## config.mk

```make
export PLATFORM = sky130hd
export DESIGN_NAME = slow_debug_multi
export DESIGN_NICKNAME = d
export VERILOG_FILES = /design/src/rtl/slow_debug_multi.sv
export SDC_FILE = /design/constraint.sdc
export NUM_CORES = 1
export LEC_CHECK = 0
export CELL_PAD_IN_SITES_DETAIL_PLACEMENT = 0
export CELL_PAD_IN_SITES_GLOBAL_PLACEMENT = 1
export CORE_MARGIN = 2
export CORE_UTILIZATION = 40
export DETAILED_ROUTE_END_ITERATION = 7
export HOLD_SLACK_MARGIN = 0.02
export PLACE_DENSITY_LB_ADDON = 0.15
export SYNTH_ARGS = -nofsm -noshare
export SYNTH_HDL_FRONTEND = slang
export SYNTH_SLANG_ARGS = --single-unit
```

## constraint.sdc

```tcl
create_clock -name clk -period 8.7 [get_ports clk]
set_input_delay 2.61 -clock clk [delete_from_list [all_inputs] [get_ports clk]]
set_output_delay 2.61 -clock clk [all_outputs]
set_load 0.03 [all_outputs]
```

## src/rtl/slow_debug_multi.sv

```systemverilog
// Per-channel pulse stretcher / edge toggler for debug visibility; O_slow follows a sampled edge by 1 cycle (+2 with SLOW_DEBUG_SYNC_EN).
// No backpressure: strobes are consumed every cycle, edges arriving during a stretch are merged and counted.
module slow_debug_multi #(
  parameter int pCHANNELS    = 8,
  parameter int pCOUNT_WIDTH = 8,
  parameter int pMERGE_WIDTH = 8
) (
  input  logic                              clk,
  input  logic                              reset,
  input  logic [pCHANNELS-1:0]              I_fast,
  input  logic [pCOUNT_WIDTH-1:0]           I_hold,
  input  logic [pCHANNELS-1:0]              I_toggle_mode,
  input  logic                              I_retrigger,
  input  logic                              I_clear_merged,
  output logic [pCHANNELS-1:0]              O_slow,
  output logic [pCHANNELS*pMERGE_WIDTH-1:0] O_merged,
  output logic                              O_active
);

  typedef enum logic [1:0] {IDLE, HOLD, WAIT_LOW} state_t;

  logic [pCHANNELS-1:0] fast_s;

`ifdef SLOW_DEBUG_SYNC_EN
  logic [pCHANNELS-1:0] sync_1;
  logic [pCHANNELS-1:0] sync_2;

  always_ff @(posedge clk or posedge reset) begin
    if (reset) begin
      sync_1 <= '0;
      sync_2 <= '0;
    end else begin
      sync_1 <= I_fast;
      sync_2 <= sync_1;
    end
  end

  assign fast_s = sync_2;
`else
  assign fast_s = I_fast;
`endif

  logic [pCHANNELS-1:0]    fast_r;
  logic [pCHANNELS-1:0]    mode_q;
  logic [pCHANNELS-1:0]    slow_q, slow_d;
  logic                    active_q, active_d;
  state_t                  state_q  [pCHANNELS];
  state_t                  state_d  [pCHANNELS];
  logic [pCOUNT_WIDTH-1:0] count_q  [pCHANNELS];
  logic [pCOUNT_WIDTH-1:0] count_d  [pCHANNELS];
  logic [pMERGE_WIDTH-1:0] merged_q [pCHANNELS];
  logic [pMERGE_WIDTH-1:0] merged_d [pCHANNELS];

  logic [pCHANNELS-1:0]    edge_det;
  logic [pCOUNT_WIDTH-1:0] hold_eff;

  assign edge_det = fast_s & ~fast_r;
  assign hold_eff = (I_hold == '0) ? pCOUNT_WIDTH'(1) : I_hold;

  always_comb begin
    state_d  = state_q;
    count_d  = count_q;
    slow_d   = slow_q;
    merged_d = merged_q;
    active_d = 1'b0;
    for (int n = 0; n < pCHANNELS; n++) begin
      active_d = active_d | (state_q[n] != IDLE);
      // A mode flip restarts the channel cleanly; any edge this cycle is dropped.
      if (mode_q[n] != I_toggle_mode[n]) begin
        state_d[n] = IDLE;
        slow_d[n]  = 1'b0;
        count_d[n] = '0;
      end else if (I_toggle_mode[n]) begin
        state_d[n] = IDLE;
        if (edge_det[n]) slow_d[n] = ~slow_q[n];
      end else begin
        case (state_q[n])
          IDLE: begin
            if (edge_det[n]) begin
              state_d[n] = HOLD;
              count_d[n] = hold_eff;
              slow_d[n]  = 1'b1;
            end
          end
          HOLD: begin
            if (edge_det[n] && (merged_q[n] != {pMERGE_WIDTH{1'b1}}))
              merged_d[n] = merged_q[n] + pMERGE_WIDTH'(1);
            if (edge_det[n] && I_retrigger) begin
              count_d[n] = hold_eff;
            end else if (count_q[n] == pCOUNT_WIDTH'(1)) begin
              if (fast_s[n]) begin
                state_d[n] = WAIT_LOW;
              end else begin
                state_d[n] = IDLE;
                slow_d[n]  = 1'b0;
              end
            end else begin
              count_d[n] = count_q[n] - pCOUNT_WIDTH'(1);
            end
          end
          WAIT_LOW: begin
            if (!fast_s[n]) begin
              state_d[n] = IDLE;
              slow_d[n]  = 1'b0;
            end
          end
          default: begin
            state_d[n] = IDLE;
            slow_d[n]  = 1'b0;
          end
        endcase
      end
      if (I_clear_merged) merged_d[n] = '0;
    end
  end

  always_ff @(posedge clk or posedge reset) begin
    if (reset) begin
      fast_r   <= '0;
      mode_q   <= '0;
      slow_q   <= '0;
      active_q <= 1'b0;
      for (int n = 0; n < pCHANNELS; n++) begin
        state_q[n]  <= IDLE;
        count_q[n]  <= '0;
        merged_q[n] <= '0;
      end
    end else begin
      fast_r   <= fast_s;
      mode_q   <= I_toggle_mode;
      slow_q   <= slow_d;
      active_q <= active_d;
      state_q  <= state_d;
      count_q  <= count_d;
      merged_q <= merged_d;
    end
  end

  always_comb begin
    O_merged = '0;
    for (int n = 0; n < pCHANNELS; n++)
      O_merged[n*pMERGE_WIDTH +: pMERGE_WIDTH] = merged_q[n];
  end

  assign O_slow   = slow_q;
  assign O_active = active_q;

endmodule

```

==> results of run 1 <==
-- layout make-up --
class                   instances  area [sq um]  area share, %
repair buffers                108          1060           7.89
multi-input cells             911          6530           48.8
flip-flops and latches        169          4230           31.6
clock buffers                  17           425           3.18
well taps                     378           473           3.54
inverters                     122           463           3.46
clock inverters                15           198           1.48
-- worst max-delay path, stage by stage --
cell	delay, ns
clkdlybuf4s50_1	0.61
inv_1	0.10
ha_1	0.44
nor3b_1	0.51
o211ai_1	0.50
nor4_1	0.41
mux2_2	0.37
-- power by group through the flow --
stage	logic [mW]	clock network, mW	registers (mW)
CTS	0.637	0.824	0.929
detailed placement	0.634	0	0.944
floorplan	0.449	0	0.947
global route	0.711	0.857	0.944
finish	0.639	0.800	0.930
global placement	0.636	0	0.944
-- synth_stat cells (all sizes together) (7+ instances only) --
library cell  count  share of area [%]
inv             122                4.0
or4              22                1.4
a221oi           21                1.6
nor3b            12               0.83
nor3             26                1.1
mux2i            34                3.0
nand4            23                1.3
o31a              7               0.54
o31ai            27                1.8
buf              13               0.54
a21boi           10               0.66
and2             15               0.82
nand3b           11               0.72
o211ai           16                1.1
nor4             23                1.6
o2111ai           8               0.61
a21oi            75                3.3
nand2            56                1.8
nand2b           17               0.93
o21ai            58                2.5
nor2b            17               0.93
nor2             59                1.9
mux2             21                2.1
clkbuf           39                1.3
a211oi           31                2.1
and3b            14                1.1
ha               72                7.9
or3              29                1.6
a31oi            19                1.0
xor2              8               0.61
nand3            34                1.5
o211a             9               0.79
dfrtp           169                 37
o22ai            28                1.6
-- kinds of logic (layout without fill, tap and decap cells) --
kind of cell	after synthesis	after routing	share of synthesized area, %
AO/OA/AOI/OAI	382	382	23.2
XOR/XNOR	13	13	0.996
adder cells (fa/ha/maj)	72	72	7.88
buffers and inverters	174	262	5.85
flip-flops	169	169	37.0
multiplexers	55	55	5.05
AND/OR/NAND/NOR	389	389	20.0
-- worst max path at each step --
stage,slack (ns),start,end
floorplan,1.51,reset,O_active$_DFF_PP0_
global placement,3.01,I_toggle_mode[4],O_merged[39]$_DFFE_PP0P_
detailed placement,2.88,I_toggle_mode[4],O_merged[39]$_DFFE_PP0P_
CTS,3.35,I_toggle_mode[4],O_merged[39]$_DFFE_PP0P_
global route,3.23,I_toggle_mode[4],O_merged[39]$_DFFE_PP0P_
finish,3.48,I_toggle_mode[4],O_merged[39]$_DFFE_PP0P_
-- sequential cells by signal, summed over array words and instances (netlist names) --
register,flops
O_merged,64
count_q,64
state_q,16
O_slow,8
fast_r,8
mode_q,8
O_active,1
-- layer usage --
metal  global-route usage (%)  vias to the layer above  share of wire [%]
li1                         -                     4891                  -
met1                     28.9                     4953                 49
met4                     4.70                        0                1.5
met2                     31.6                      212                 45
met3                     4.53                       31                4.9
met5                        0                        -                  0
-- stage by stage --
step           power (mW)  instances
3_3_place_gp         1.58       1688
3_5_place_dp         1.58       1688
5_1_grt              2.51       1720
2_1_floorplan        1.40       1254
4_1_cts              2.39       1720
6_report             2.37       1720
==> flow_metrics.tcl, run 1 <==
set metrics [dict create \
    status "finished clean" \
    worst_pin_slew_ns 1.04 \
    fin_crit_ns 5.22 \
    synth_seq_cells 169 \
    critPathRequiredTime_ns 9.03 \
    crit_type "in2reg" \
    worstSetupStartpointType "input pin" \
    die_y_microns 173 \
    start_util_pct 40.9 \
    switchingPower_uw 842 \
    r2r_start "state_q[7]$_DFFE_PP0P_" \
    syn_avg_cell_area_sq_um 9.11 \
    r2r_slack_ns 5.86 \
    syn-num-nets 1354 \
    dieArea_sq_um 29900 \
    layout_setup_ws_ns 3.48 \
    path_max_fanout 13 \
    pre_cts_ws_ns 2.88 \
    vdd_ir_drop_max_mv 0.110 \
    antenna_left 0 \
    drc_errors 0 \
    portBuffers 100 \
    cts_setup_buffers 0 \
    clock_path_buffers 2 \
    clk_pin_slew_ns 0.08 \
    fin_crit_sh_pct 60.0 \
    design_area_sq_um 13400 \
    layout_common_cells "dfrtp_1 (169), inv_1 (121), clkdlybuf4s50_1 (99)" \
    p_seq_share_pct 39.3 \
    fin_util_pct 47.9 \
    avgViaCountPerCell 5.86 \
    core_sq_um 27900 \
    intPower_mw 1.53 \
    synth_cell_types 77 \
    io_pins 101 \
    drtPass1Iterations 5 \
    hold_start "count_q[15]$_DFFE_PP0P_" \
    grt_pass1_wl_mm 50.6 \
    wl_per_cell_microns 17.7 \
    yosys_warnings 0 \
    mostFrequentLayoutCell "dfrtp_1" \
    cap_violations 0 \
    synth-main-ff-cell "dfrtp_1" \
    placedInstanceArea_sq_um 12800 \
    synthCells 1254 \
    dp.final_hpwl_mm 21.3 \
    num_vias 10100 \
    synth_area_sq_um 11400 \
    finalSetupViolations 0 \
    wl_mm 30.4 \
    clkSinkCount 169 \
    p_clk_share_pct 33.8 \
    row_count 61 \
    r2r_cells 6 \
    grt_setup_unrepaired "no" \
    synth-edff-count 0 \
    whs_endpoint "count_q[15]$_DFFE_PP0P_" \
    slew_violations 0 \
    n_antenna_cell 0 \
    cp-end-kind "flop" \
    gr-total-overflow 0 \
    cts_tree "built" \
    skew_ns 0.0192 \
    htree_levels 4 \
    p_leak_nw 5.59 \
    cts_hold_buf 0 \
    cts-root-buf "clkbuf_16" \
    drive_gt1_share_pct 6.93 \
    drt_iter0_drc 709 \
    fill_cells 2750 \
    fin_setup_tns_ns 0 \
    cts_resized 0 \
    p_comb_share_pct 27.0 \
    min_path_type "reg2reg" \
    grt_max_degree 76 \
    grt_antenna_before_repair 0 \
    yosysSeqAreaShare_pct 37.0 \
    grt_pass1_vias 9649 \
    r2r-end "O_merged[39]$_DFFE_PP0P_" \
    numCtsBuffers 17 \
    area_growth_pct 17.0 \
    p_sw_share_pct 35.5 \
    power.density_nw_per_um2 177 \
    worstSkewPairLatency_ns 0.44 \
    gp_congestion 0.817 \
    worstPathArrival_ns 5.55 \
    die_w_microns 173 \
    slew_headroom_pct 30.1 \
    track_usage_pct 20.4 \
    hold_viol 0 \
    finalNetCount 1429 \
    hold_path_depth 1 \
    synthArstFlopShare_pct 100 \
    max_freq_ghz 0.192 \
    hold_ws_ns 0.548 \
]
Note: power is estimated with default switching activity, not from simulation.
==> run 2, diff against run 1 <==
clock period = 4.25 ns   (was 8.7 ns; I/O delays follow)
==> flow_metrics.tcl, run 2 (synthesized netlist as in run 1, its figures left out) <==
set metrics [dict create \
    dp.final_hpwl_mm 21.6 \
    wl_mm 30.9 \
    cts_tree "built" \
    finalNetCount 1451 \
    drtPass1Iterations 5 \
    cap_violations 0 \
    wl_met3_mm 1.51 \
    p_leak_nw 5.68 \
    worstSetupStartpointType "input pin" \
    clkSinkCount 169 \
    grt_setup_unrepaired "no" \
    fin_crit_sh_pct 79.2 \
    path_max_fanout 12 \
    slew_violations 0 \
    grt_pass1_vias 9706 \
    critPathRequiredTime_ns 4.58 \
    wl_per_cell_microns 17.8 \
    grt_pass1_wl_mm 51.3 \
    core_sq_um 27900 \
    skew_ns 0.0190 \
    min_path_type "reg2reg" \
    gr-total-overflow 0 \
    start_util_pct 40.9 \
    worstPathArrival_ns 3.70 \
    htree_levels 4 \
    crit_type "in2reg" \
    hold_viol 0 \
    portBuffers 100 \
    n_antenna_cell 0 \
    top_layer_used "met4" \
    cp-end-kind "flop" \
    die_w_microns 173 \
    dp.cells 1710 \
    fin_setup_tns_ns 0 \
    cts_setup_buffers 0 \
    fin_crit_ns 3.37 \
    row_count 61 \
    avgViaCountPerCell 5.83 \
    p_total_mw 4.81 \
    antenna_left 0 \
    track_usage_pct 20.7 \
    area_growth_pct 18.2 \
    gp_congestion 0.854 \
    drive_gt1_share_pct 8.36 \
    wl_met1_mm 15.4 \
    drc_errors 0 \
    drt_iter0_drc 870 \
    io_pins 101 \
    ff_latch_area_sq_um 4230 \
    power.density_nw_per_um2 356 \
    routed-wl-met2_mm 13.5 \
    slew_headroom_pct 29.5 \
    finalSetupViolations 0 \
    dieArea_sq_um 29900 \
    fin_util_pct 48.4 \
    num_vias 10100 \
    numCtsBuffers 17 \
    grt_max_degree 142 \
    grt_antenna_before_repair 0 \
    clk_pin_slew_ns 0.09 \
    cts_hold_buf 0 \
    die_y_microns 173 \
    fill_cells 2672 \
    multi_input_area_sq_um 6530 \
    cts_resized 0 \
    status "finished clean" \
    worst_pin_slew_ns 1.04 \
    max_freq_ghz 0.297 \
    layout_common_cells "dfrtp_1 (169), inv_1 (121), clkdlybuf4s50_1 (99)" \
    vdd_ir_drop_max_mv 0.270 \
    instances_no_fill 1741 \
    mostFrequentLayoutCell "dfrtp_1" \
    worstSkewPairLatency_ns 0.44 \
    clock_path_buffers 2 \
    cts-root-buf "clkbuf_16" \
]
[run 2: final timing paths]
check | from | cells past startpoint | slack [ns] | end
min in group asynchronous | reset | 3 | 1.30 | O_merged[2]$_DFFE_PP0P_
hold reg to reg | count_q[15]$_DFFE_PP0P_ | 1 | 0.53 | count_q[15]$_DFFE_PP0P_
max in group asynchronous | reset | 3 | 2.22 | count_q[16]$_DFFE_PP0P_
setup reg to reg | state_q[5]$_DFFE_PP0P_ | 6 | 1.73 | count_q[23]$_DFFE_PP0P_
setup / recovery | I_toggle_mode[0] | 8 | 0.88 | O_merged[7]$_DFFE_PP0P_
hold / removal | count_q[15]$_DFFE_PP0P_ | 1 | 0.53 | count_q[15]$_DFFE_PP0P_
[run 2: where the power goes]
part	internal [mW]	switching [mW]	total, mW	leakage, nW
registers	1.75	0.158	1.90	2.27
logic	0.545	0.796	1.34	3.13
clock network	0.786	0.779	1.56	0.281
total	3.08	1.73	4.81	5.68
[run 2: critical path, cell delays in order]
cell	delay, ns
clkdlybuf4s50_1	0.61
inv_1	0.09
ha_1	0.31
nor3b_1	0.41
o311ai_1	0.18
buf_4	0.20
nor4_1	0.25
mux2_2	0.37
[run 2: cell type report]
| type | count | area share [%] |
|---|---|---|
| Multi-Input combinational cell | 911 | 48.4 |
| Sequential cell | 169 | 31.3 |
| Timing Repair Buffer | 130 | 9.13 |
| Tap cell | 378 | 3.50 |
| Inverter | 122 | 3.42 |
| Clock buffer | 17 | 3.15 |
| Clock inverter | 14 | 1.12 |
[run 2: per-stage QoR]
step / hold slack, ns / setup WS (ns) / instance area [sq um]
after global placement: 0.514 / 0.487 / 12900
after floorplan: 0.480 / 0.820 / 11400
final: 0.529 / 0.884 / 13500
after detailed placement: 0.516 / 0.376 / 12900
after global routing: 0.561 / 0.694 / 13500
after CTS: 0.536 / 0.854 / 13500
[run 2: layer usage]
layer | vias up | global-route usage [%]
li1 | 4946 | -
met1 | 4896 | 30.4
met2 | 267 | 31.3
met3 | 35 | 3.96
met4 | 0 | 5.33
met5 | - | 0
